<file path="src/rtl/adc_seq_ctrl.sv">
// rtl/adc_seq_ctrl.sv - parallel ADC sequencer: power-up, CONVST, EOC wait/timeout, RD capture, sample stream
// Build macro ADC_AVG_EN: present the mean of 2^AVG_LOG2 captures instead of every capture.
module adc_seq_ctrl #(
  parameter int DW          = 8,
  parameter int PWRUP_CYC   = 1000,
  parameter int CONVST_LOW  = 2,
  parameter int RD_SETUP    = 2,
  parameter int RD_LOW      = 6,
  parameter int RECOVER_CYC = 7,
  parameter int EOC_TIMEOUT = 255,
  parameter int DIV_W       = 16,
  parameter int AVG_LOG2    = 2
) (
  input  logic             clk_100M,
  input  logic             Reset,
  input  logic             enable,
  input  logic [DIV_W-1:0] sample_div,
  input  logic             clr_err,
  input  logic             EOC_18,
  input  logic [DW-1:0]    DB_in,
  output logic             CONVST_18,
  output logic             RD_18,
  output logic             PD_18,
  output logic [DW-1:0]    sample_data,
  output logic             sample_valid,
  input  logic             sample_ready,
  output logic             busy,
  output logic             overrun,
  output logic             timeout_err
);

  if (RD_LOW <= RD_SETUP || RD_SETUP < 1 || AVG_LOG2 < 1) begin : g_param_check
    $error("adc_seq_ctrl: RD_LOW must exceed RD_SETUP >= 1 and AVG_LOG2 must be >= 1");
  end

  localparam int CMAX1 = (PWRUP_CYC > EOC_TIMEOUT) ? PWRUP_CYC : EOC_TIMEOUT;
  localparam int CMAX2 = (RD_LOW > RECOVER_CYC) ? RD_LOW : RECOVER_CYC;
  localparam int CMAX3 = (CONVST_LOW > CMAX2) ? CONVST_LOW : CMAX2;
  localparam int CMAX  = (CMAX1 > CMAX3) ? CMAX1 : CMAX3;
  localparam int CW    = $clog2(CMAX + 1);

  localparam logic [CW-1:0] PWRUP_END = CW'(PWRUP_CYC - 1);
  localparam logic [CW-1:0] CONV_END  = CW'(CONVST_LOW - 1);
  localparam logic [CW-1:0] EOC_END   = CW'(EOC_TIMEOUT - 1);
  localparam logic [CW-1:0] CAP_AT    = CW'(RD_SETUP - 1);
  localparam logic [CW-1:0] RD_END    = CW'(RD_LOW - 1);
  localparam logic [CW-1:0] REC_END   = CW'(RECOVER_CYC - 1);

  typedef enum logic [2:0] {PWRUP, IDLE, CONV, WAIT_EOC, RD_ACT, RECOVER} state_t;

  state_t           state, state_next;
  logic [CW-1:0]    cnt, cnt_next;
  logic             eoc_s1, eoc_s2, eoc_s3, eoc_fall;
  logic [DIV_W-1:0] div_cnt, div_reload;
  logic             tick, pending;
  logic             capture, timeout_hit, present;
  logic [DW-1:0]    present_data;

  // EOC_18 is asynchronous to clk_100M; only the third stage is used for edge history.
  always_ff @(posedge clk_100M) begin
    if (Reset) begin
      eoc_s1 <= 1'b1;
      eoc_s2 <= 1'b1;
      eoc_s3 <= 1'b1;
    end else begin
      eoc_s1 <= EOC_18;
      eoc_s2 <= eoc_s1;
      eoc_s3 <= eoc_s2;
    end
  end
  assign eoc_fall = eoc_s3 & ~eoc_s2;

  assign div_reload = (sample_div == '0) ? '0 : sample_div - 1'b1;
  assign tick       = enable && (div_cnt == '0);

  // A tick arriving while one is already pending (even in the consuming cycle) is dropped.
  always_ff @(posedge clk_100M) begin
    if (Reset || !enable) begin
      div_cnt <= '0;
      pending <= 1'b0;
    end else begin
      div_cnt <= tick ? div_reload : div_cnt - 1'b1;
      if (state == IDLE && pending) pending <= 1'b0;
      else if (tick)                pending <= 1'b1;
    end
  end

  always_comb begin
    state_next  = state;
    cnt_next    = cnt + 1'b1;
    capture     = 1'b0;
    timeout_hit = 1'b0;
    case (state)
      PWRUP:    if (cnt == PWRUP_END) begin state_next = IDLE; cnt_next = '0; end
      IDLE: begin
        cnt_next = '0;
        if (pending) state_next = CONV;
      end
      CONV:     if (cnt == CONV_END) begin state_next = WAIT_EOC; cnt_next = '0; end
      WAIT_EOC: begin
        if (eoc_fall) begin
          state_next = RD_ACT;
          cnt_next   = '0;
        end else if (cnt == EOC_END) begin
          state_next  = RECOVER;
          cnt_next    = '0;
          timeout_hit = 1'b1;
        end
      end
      RD_ACT: begin
        capture = (cnt == CAP_AT);
        if (cnt == RD_END) begin state_next = RECOVER; cnt_next = '0; end
      end
      RECOVER:  if (cnt == REC_END) begin state_next = IDLE; cnt_next = '0; end
      default: begin state_next = PWRUP; cnt_next = '0; end
    endcase
    if (!enable) begin
      state_next  = PWRUP;
      cnt_next    = '0;
      capture     = 1'b0;
      timeout_hit = 1'b0;
    end
  end

  // Pins are registered from the next state so the ADC never sees decode glitches.
  always_ff @(posedge clk_100M) begin
    if (Reset) begin
      state     <= PWRUP;
      cnt       <= '0;
      CONVST_18 <= 1'b1;
      RD_18     <= 1'b1;
      PD_18     <= 1'b0;
      busy      <= 1'b0;
    end else begin
      state     <= state_next;
      cnt       <= cnt_next;
      CONVST_18 <= (state_next != CONV);
      RD_18     <= (state_next != RD_ACT);
      PD_18     <= enable;
      busy      <= (state_next != IDLE);
    end
  end

`ifdef ADC_AVG_EN
  localparam int AW = DW + AVG_LOG2;
  logic [AW-1:0]       acc, acc_sum;
  logic [AVG_LOG2-1:0] acc_n;

  assign acc_sum = acc + AW'(DB_in);

  always_ff @(posedge clk_100M) begin
    if (Reset || !enable || timeout_hit) begin
      acc   <= '0;
      acc_n <= '0;
    end else if (capture) begin
      acc   <= (acc_n == '1) ? '0 : acc_sum;
      acc_n <= acc_n + 1'b1;
    end
  end
  assign present      = capture && (acc_n == '1);
  assign present_data = acc_sum[AW-1:AVG_LOG2];
`else
  assign present      = capture;
  assign present_data = DB_in;
`endif

  // Set events win over clr_err; a capture during an accepting handshake is not an overrun.
  always_ff @(posedge clk_100M) begin
    if (Reset) begin
      sample_data  <= '0;
      sample_valid <= 1'b0;
      overrun      <= 1'b0;
      timeout_err  <= 1'b0;
    end else begin
      if (present) begin
        sample_data  <= present_data;
        sample_valid <= 1'b1;
      end else if (sample_ready) begin
        sample_valid <= 1'b0;
      end
      if (present && sample_valid && !sample_ready) overrun <= 1'b1;
      else if (clr_err)                             overrun <= 1'b0;
      if (timeout_hit)  timeout_err <= 1'b1;
      else if (clr_err) timeout_err <= 1'b0;
    end
  end

endmodule
</file>
<file path="config.mk">
export PLATFORM = sky130hd
export DESIGN_NAME = adc_seq_ctrl
export DESIGN_NICKNAME = d
export VERILOG_FILES = /design/src/rtl/adc_seq_ctrl.sv
export SDC_FILE = /design/constraint.sdc
export NUM_CORES = 1
export LEC_CHECK = 0
export ABC_AREA = 1
export BUFFER_PORTS_ARGS = -buffer_cell sky130_fd_sc_hd__buf_2
export CAP_MARGIN = 0
export CORE_UTILIZATION = 61
export CTS_CLUSTER_SIZE = 8
export DETAILED_ROUTE_END_ITERATION = 7
export GPL_TIMING_DRIVEN = 1
export HOLD_SLACK_MARGIN = 0.12
export PLACE_DENSITY = 0.94
export SYNTH_ARGS = -nofsm -noshare
export SYNTH_HDL_FRONTEND = slang
export SYNTH_SLANG_ARGS = --single-unit
</file>
<file path="constraint.sdc">
create_clock -name clk_100M -period 3.2 [get_ports clk_100M]
set_clock_uncertainty 0.2 [all_clocks]
set_input_delay 0.64 -clock clk_100M [delete_from_list [all_inputs] [get_ports clk_100M]]
set_output_delay 0.64 -clock clk_100M [all_outputs]
set_load 0.1 [all_outputs]
</file>
==> results.json, run 1 <==
{
  "status": "completed",
  "dp_hpwl_um": 5240,
  "dieArea_sq_um": 5030,
  "clkPwrFrac": 0.212,
  "reg2reg_to": "div_cnt[3]",
  "via_per_inst": 5.26,
  "gp_congestion": 0.924,
  "die_h_um": 70.9,
  "cts_inserted_buffers": 5,
  "ys_ff_latch": 48,
  "final.period_utilization": 0.628,
  "pwr-share-seq": 0.333,
  "cts_root_buffer": "clkbuf_8",
  "rr_startpoint": "div_cnt[0]",
  "rrSetupSlack_ns": 1.19,
  "clkLatencyLatePin_ns": 0.31,
  "post_cts_buffers": 0,
  "critPathKind": "reg2reg",
  "yosysWarnings": 0,
  "synth.distinct_cells": 28,
  "wl_per_cell_um": 12.3,
  "first_iter_violations": 181,
  "cpPeakStageDelay_ns": 0.37,
  "final-setup-viol-count": 0,
  "routed_wirelength_um": 6640,
  "whs_path_depth": 2,
  "vdd_drop_max_uv": 381,
  "tightest_slew_ns": 0.589,
  "grt-ovfl-total": 0,
  "ys_top_cells_by_count": "nand2_1 (98), nor2_1 (90), inv_1 (52)",
  "drive_gt1_frac": 0.200,
  "synth_edf_count": 0,
  "start_kind": "register",
  "post_cts_resized": 0,
  "antenna_found_initial": 0,
  "fin_tns_setup_ns": 0,
  "cp.required_ns": 3.17,
  "grtUsageMet2": 0.544,
  "antenna-diode-count": 0,
  "yosysMostFrequentCell": "nand2_1",
  "use_met1": 0.313,
  "synth_area_sq_um": 2900,
  "rows": 24,
  "clk_path_buf_depth": 2,
  "maxCapViolCount": 0,
  "end_kind": "register",
  "reg2reg_depth": 7,
  "hp-class": "reg2reg",
  "fmax_mhz": 498,
  "cts.sinks": 48,
  "comb_power_share": 0.454,
  "grt.total_usage": 0.282,
  "syn_inst": 442,
  "dr.pass1.iters": 7,
  "cts_tree": "done",
  "fin_nets": 523,
  "ys_top_cells_by_area": "dfxtp_1 (33%), nand2_1 (13%), nor2_1 (12%)",
  "htreeDepth": 2,
  "min_period_ns": 2.01,
  "grt_pass1_wl_um": 11500,
  "vias": 2848,
  "grt_use_met3": 0.0470,
  "die_x_um": 70.9,
  "internal_power_w": 0.00126,
  "crit_arrival_ns": 1.97,
  "relSlewSlack": 0.607,
  "avgSynthCellArea_sq_um": 6.55,
  "synth_nets": 477,
  "async_flop_share": 0,
  "hold_end": "eoc_s3",
  "rsz0062_at_grt": "false",
  "ys_seq_area_frac": 0.332,
  "drc_errors": 0,
  "coreArea_sq_um": 4440,
  "final_core_util": 0.736,
  "finalHoldViolations": 0,
  "synth_ff_type": "dfxtp_1",
  "slowest_stage": "nand3_1",
  "postRouteAntennaNets": 0,
  "p_switching_w": 0.000948,
  "path_clk_slew_ns": 0.09,
  "pin_count": 45,
  "area_growth_pct": 12.9,
  "grt_most_used_layer": "met2",
  "grt_pass1_vias": 2744,
  "start_util": 0.652,
  "port_buffers": 44,
  "worstHoldStart": "eoc_s2",
  "path_cells": "inv_1, ha_1, nand2_2, nor2_1, nand3_1, o21ai_0, a21oi_2",
  "hold_buffers": 0,
  "grt_max_degree": 17,
  "p_per_area_nw_per_um2": 675,
  "yosysTopAreaCellShare": 0.332,
  "yosys.area.top_type": "dfxtp_1",
  "p_leak_nw": 1.56,
  "fill_cells": 372,
  "drv_slew": 0,
  "critical_path.max_fanout": 11,
  "switching_share": 0.429
}
==> layout by cell type, fill, tap and decap left out, drive strengths merged <==
cell type  Yosys  final
o21ai         18     18
ha             5      5
dfxtp         48     48
a21oi         23     23
clkinv         0      1
xnor2          4      4
nor3           8      8
bufinv         0      1
nand3b         2      2
xor2          19     19
nand4          5      5
nor2         100    100
clkbuf         2      6
or2            3      3
buf            3     44
o21a           1      1
nand2        113    113
inv           56     56
nand3         32     32
==> cell families (layout without fill, tap and decap cells) <==
group | Yosys count | after routing | share of synthesized area
AOI/OAI and AO/OA | 42 | 42 | 0.0825
xor gates and xnor gates | 23 | 23 | 0.0695
adders and majority gates | 5 | 5 | 0.0216
buffers and inverters | 61 | 108 | 0.0838
DFF | 48 | 48 | 0.332
and+or+nand+nor | 263 | 263 | 0.411
==> critical path: cells and delay by family (launching register included) <==
| kind | cells | cell delay, ns |
|---|---|---|
| AOI/OAI and AO/OA | 2 | 0.37 |
| buffers and inverters | 1 | 0.10 |
| DFF | 1 | 0.33 |
| and+or+nand+nor | 3 | 0.67 |
| adders and majority gates | 1 | 0.20 |
==> power by group through the flow <==
stage	Combinational, W	Sequential, W	Clock [W]
after floorplan	0.000789	0.000740	0
after global placement	0.000944	0.000743	0
after detailed placement	0.000980	0.000747	0
after CTS	0.000997	0.000733	0.000472
after global routing	0.00113	0.000743	0.000498
final	0.00100	0.000736	0.000469
==> through the flow <==
| step | instances | total power (W) | area [sq um] | hold slack [ns] | setup WS [ns] |
|---|---|---|---|---|---|
| after detailed placement | 533 | 0.00173 | 3150 | 0.206 | 0.871 |
| after global routing | 541 | 0.00237 | 3270 | 0.244 | 0.981 |
| after floorplan | 442 | 0.00153 | 2900 | 0.189 | 1.10 |
| after CTS | 541 | 0.00220 | 3270 | 0.229 | 1.19 |
| final | 541 | 0.00221 | 3270 | 0.228 | 1.19 |
| after global placement | 533 | 0.00169 | 3150 | 0.191 | 0.960 |
==> flip-flops by register name, indices dropped and copies added, names as in the netlist, 3 cells and up <==
register and cells:
sample_data 8, state 3, cnt 10, div_cnt 16
==> how the worst max path moves through the flow <==
stage               slack [ns]          end     startpoint  cells after the start
global route              0.98   div_cnt[3]     div_cnt[0]                      7
floorplan                 1.10  div_cnt[11]  sample_div[0]                     10
CTS                       1.19   div_cnt[3]     div_cnt[0]                      7
detailed placement        0.87  div_cnt[11]  sample_div[0]                     10
finish                    1.19   div_cnt[3]     div_cnt[0]                      7
global placement          0.96  div_cnt[11]  sample_div[0]                     10
==> layout make-up <==
cell class                      count  area (sq um)  area share
Multi-Input combinational cell    333          1690       0.518
Sequential cell                    48           961       0.294
Timing Repair Buffer               44           220      0.0673
Inverter                           56           210      0.0643
Clock buffer                        6          82.6      0.0252
Tap cell                           52          65.1      0.0199
Clock inverter                      2          38.8      0.0119
==> per-layer routing <==
| metal | vias to the layer above | wire length [um] |
|---|---|---|
| li1 | 1465 | - |
| met1 | 1289 | 2710 |
| met2 | 81 | 3590 |
| met3 | 13 | 230 |
| met4 | 0 | 108 |
| met5 | - | 0 |
Note: power is estimated with default switching activity, not from simulation.
==> run 2: changes to the inputs <==
- CORE_UTILIZATION: 61 -> 51
- PLACE_DENSITY: 0.94 -> 0.85
- clock period: 3.2 -> 1.78 ns (I/O delays scaled with it)
==> run 2 against run 1 <==
- total power up 94%
- largest power group unchanged
- maximum frequency up 9.1%
- combinational power increased by 110%
- utilization decreased by 5.4 points
- the run now ends with setup timing left
- non-clock buffer count rose by 34
- sequential share of layout area decreased by 3.5 points
- register-to-register slack worse by 1.3 ns
- largest cell class unchanged
==> results.json, run 2 (synthesis gave the netlist of run 1 again) <==
{
  "status": "finished with violations",
  "violations": "setup timing",
  "grt_pass1_wl_um": 12400,
  "routed_wirelength_um": 7730,
  "reg_top3": "div_cnt (16), cnt (10), sample_data (8)",
  "clkLatencyLatePin_ns": 0.31,
  "grt_max_degree": 17,
  "die_x_um": 77.4,
  "hp-class": "in2reg",
  "final-setup-viol-count": 4,
  "htreeDepth": 2,
  "cts_root_buffer": "clkbuf_8",
  "p_switching_w": 0.00183,
  "grt_pass1_vias": 2940,
  "wl_per_cell_um": 13.0,
  "whs_ns": 0.146,
  "dpl_worst_slack_ns": -0.0812,
  "first_iter_violations": 205,
  "multi_input_area_sq_um": 1840,
  "internal_power_w": 0.00245,
  "path_common_cell": "nand2_1",
  "fmax_mhz": 543,
  "comb_power_share": 0.493,
  "switching_share": 0.427,
  "relSlewSlack": 0.611,
  "vdd_drop_max_uv": 555,
  "dp_hpwl_um": 5110,
  "final.period_utilization": 1.03,
  "grt-ovfl-total": 0,
  "regMostFlops": "div_cnt",
  "final_cell_mix": "nand2_1 (92), nor2_1 (80), inv_1 (48)",
  "cpPeakStageDelay_ns": 0.46,
  "placed_cell_area_sq_um": 3330,
  "setup_slack_ns": -0.0608,
  "fin_nets": 557,
  "clkPwrFrac": 0.195,
  "drv_slew": 0,
  "stdcell_area_sq_um": 3760,
  "largest_reg_flops": 16,
  "die_h_um": 77.4,
  "via_per_inst": 5.20,
  "rsz0062_at_grt": "true",
  "start_kind": "register",
  "grt.total_usage": 0.256,
  "power.total_w": 0.00428,
  "gp_congestion": 0.966,
  "p_leak_nw": 1.75,
  "drive_gt1_frac": 0.293,
  "slowest_stage": "dfxtp_1",
  "path_cells": "inv_1, nand2_1, a21oi_1, nor2_1, nand2_1, o21ai_0, buf_4, nand3_1",
  "maxCapViolCount": 0,
  "path_clk_slew_ns": 0.10,
  "rows": 27,
  "coreArea_sq_um": 5510,
  "cp.required_ns": 1.77,
  "p_per_area_nw_per_um2": 1140,
  "critPathKind": "reg2reg",
  "drc_errors": 0,
  "start_util": 0.526,
  "area_growth_pct": 29.7,
  "tightest_slew_ns": 0.583,
  "critical-path-top-delay-family": "simple AND/OR/NAND/NOR gates",
  "cts_tree": "done",
  "postRouteAntennaNets": 0,
  "cts.sinks": 48,
  "cts_inserted_buffers": 5,
  "pin_count": 45,
  "antenna_found_initial": 0,
  "min_period_ns": 1.84,
  "antenna-diode-count": 0,
  "dr.pass1.iters": 5,
  "end_kind": "register",
  "critical_path.max_fanout": 5,
  "pwr-share-seq": 0.311,
  "vias": 3092,
  "layout_commonest_cell": "nand2_1",
  "fill_cells": 425,
  "worst-path-buf-inv": 2,
  "seq_area_sq_um": 972,
  "dieArea_sq_um": 5980,
  "clk_path_buf_depth": 2,
  "finalHoldViolations": 0,
  "crit_arrival_ns": 1.83,
  "port_buffers": 44
}
## run 2: timing repair
item                                   in CTS  in global routing
hold buffers                               12                  0
endpoints found under the hold margin      12                  0
setup endpoints to repair                  17                 40
pin swaps                                   1                 10
gates resized for setup                     2                 44
buffers inserted                            2                  1
## run 2: through the flow
| stage | util | TNS (ns) | instances |
|---|---|---|---|
| 2_1_floorplan | - | 0 | 442 |
| 3_3_place_gp | 0.604 | 0 | 572 |
| 3_5_place_dp | 0.604 | -0.269 | 572 |
| 4_1_cts | 0.654 | 0 | 594 |
| 5_1_grt | 0.682 | -0.683 | 595 |
| 6_report | 0.682 | -0.147 | 595 |
## run 2: area by class of cell
type,count,share of cell area
clock inverter,2,0.0103
inverter,56,0.0559
timing repair buffer,78,0.140
sequential,48,0.259
multi-input combinational,333,0.489
clock buffer,6,0.0220
tap,72,0.0240
## run 2: power groups by stage
stage	sequential, W	combinational (W)	clock [W]
floorplan	0.00133	0.00142	0
global placement	0.00134	0.00177	0
detailed placement	0.00134	0.00181	0
CTS	0.00132	0.00193	0.000849
global route	0.00134	0.00236	0.000882
finish	0.00133	0.00211	0.000836
## run 2: worst reg2reg max path, stage by stage (launching register included)
cell	delay [ns]
dfxtp_1	0.46
inv_1	0.11
nand2_1	0.13
a21oi_1	0.07
nor2_1	0.17
nand2_1	0.11
o21ai_0	0.23
buf_4	0.17
nand3_1	0.07
## run 2: final timing paths
check           start         to  slack [ns]  cells after the start
max          state[1]  CONVST_18       -0.06                      8
min             Reset     cnt[4]        0.15                      4
max reg2reg  state[1]  CONVST_18       -0.06                      8
min reg2reg    eoc_s1     eoc_s2        0.22                      1
## run 2: routing by layer
layer  track usage  vias up  routed length, um
met3        0.0435       25                446
met2         0.471      151               3930
li1              -     1529                  -
met4         0.109        0                263
met1         0.289     1387               3090
met5             0        -                  0
==> run 3: changes to the inputs <==
- CORE_ASPECT_RATIO: default -> 1.5
==> run 3 against run 2 <==
- register-to-register slack better by 0.096 ns
- largest power group unchanged
- the flow now finishes without violations
- worst hold slack better by 0.017 ns
- count of clock-buffer cells in the layout down 1
- combinational power up 4%
- sequential share of layout area down 0.069 points
- largest cell class unchanged
==> results.json, run 3 (synthesis gave the netlist of run 1 again) <==
{
  "status": "completed",
  "clkLatencyLatePin_ns": 0.30,
  "grt_max_degree": 17,
  "area_growth_pct": 30.1,
  "htreeDepth": 2,
  "critPathKind": "reg2reg",
  "via_per_inst": 5.13,
  "port_buffers": 44,
  "fin_nets": 561,
  "antenna_found_initial": 0,
  "whs_path_depth": 4,
  "rows": 33,
  "drv_slew": 0,
  "first_iter_violations": 158,
  "layout_commonest_cell": "nand2_1",
  "reg_top3": "div_cnt (16), cnt (10), sample_data (8)",
  "final.period_utilization": 0.980,
  "grt_pass1_wl_um": 11600,
  "regMostFlops": "div_cnt",
  "min_period_ns": 1.75,
  "cts.sinks": 48,
  "drc_errors": 0,
  "dpl_worst_slack_ns": -0.0459,
  "start_util": 0.531,
  "clk_path_buf_depth": 2,
  "die_h_um": 94.3,
  "vdd_drop_max_uv": 694,
  "cp.required_ns": 1.80,
  "rsz0062_at_grt": "true",
  "hp-class": "in2reg",
  "routed_wirelength_um": 7300,
  "power.total_w": 0.00432,
  "path_clk_slew_ns": 0.09,
  "finalHoldViolations": 0,
  "maxCapViolCount": 0,
  "cts_inserted_buffers": 5,
  "reg2reg_depth": 9,
  "drive_gt1_frac": 0.298,
  "end_kind": "register",
  "whs_ns": 0.163,
  "start_kind": "register",
  "critical_path.max_fanout": 7,
  "gp_congestion": 0.904,
  "final-setup-viol-count": 0,
  "largest_reg_flops": 16,
  "cts_root_buffer": "clkbuf_8",
  "grt_pass1_vias": 2890,
  "final_cell_mix": "nand2_1 (91), nor2_1 (85), inv_1 (47)",
  "tightest_slew_ns": 0.621,
  "dr.pass1.iters": 4,
  "wl_per_cell_um": 12.2,
  "die_x_um": 63.5,
  "dieArea_sq_um": 5990,
  "p_per_area_nw_per_um2": 1150,
  "fmax_mhz": 573,
  "postRouteAntennaNets": 0,
  "relSlewSlack": 0.585,
  "dp_hpwl_um": 5300,
  "cts_tree": "done",
  "vias": 3064,
  "p_leak_nw": 1.76,
  "grt-ovfl-total": 0,
  "grt.total_usage": 0.242,
  "antenna-diode-count": 0,
  "crit_arrival_ns": 1.77,
  "coreArea_sq_um": 5450,
  "pin_count": 45,
  "setup_slack_ns": 0.0348
}
run 3: final timing paths:
path	slack [ns]	from	to
worst max-delay path	0.03	div_cnt[0]	div_cnt[5]
worst min-delay path	0.16	sample_div[2]	div_cnt[2]
worst max register to register	0.03	div_cnt[0]	div_cnt[5]
worst min register to register	0.23	eoc_s1	eoc_s2
run 3: report_power, final:
part / internal (W) / total [W] / switching (W)
Combinational: 0.000856 / 0.00220 / 0.00135
Sequential: 0.00121 / 0.00132 / 0.000111
Clock: 0.000416 / 0.000800 / 0.000384
Total: 0.00248 / 0.00432 / 0.00184
run 3: cell type report:
cell class,instances,area [sq um]
clock inverters,3,42.5
multi-input cells,333,1820
clock buffers,5,68.8
repair buffers,82,571
fillers,429,1680
inverters,56,210
well taps,70,87.6
flip-flops and latches,48,972
run 3: per-layer routing:
| layer | routed length [um] | vias to the layer above | global-route usage |
|---|---|---|---|
| met5 | 0 | - | 0 |
| met4 | 346 | 0 | 0.148 |
| met3 | 250 | 33 | 0.0413 |
| met2 | 3960 | 99 | 0.480 |
| met1 | 2740 | 1392 | 0.223 |
| li1 | - | 1540 | - |
run 3: through the flow:
step	setup TNS (ns)	cells	instance area, sq um	utilization
after floorplan	0	442	2910	-
after global placement	0	573	3350	0.614
after detailed placement	-0.329	573	3350	0.614
after CTS	0	594	3600	0.660
after global routing	-0.256	597	3770	0.691
final	0	597	3770	0.691
run 3: critical path, stage by stage (launching register included):
cell	delay [ns]
dfxtp_2	0.33
inv_2	0.07
ha_4	0.15
nand2_4	0.08
nor3_4	0.19
nand3_2	0.12
nor2_4	0.17
clkbuf_16	0.19
nand2_2	0.04
a21oi_1	0.14
run 3: repair_timing:
| action | 4_1_cts | 5_1_grt |
|---|---|---|
| endpoints found under the hold margin | 11 | 0 |
| gates cloned | 0 | 2 |
| pin swaps | 2 | 13 |
| resized for setup | 0 | 43 |
| endpoints found under the setup margin | 11 | 29 |
| hold buffers | 11 | 0 |
| buffers inserted | 2 | 1 |
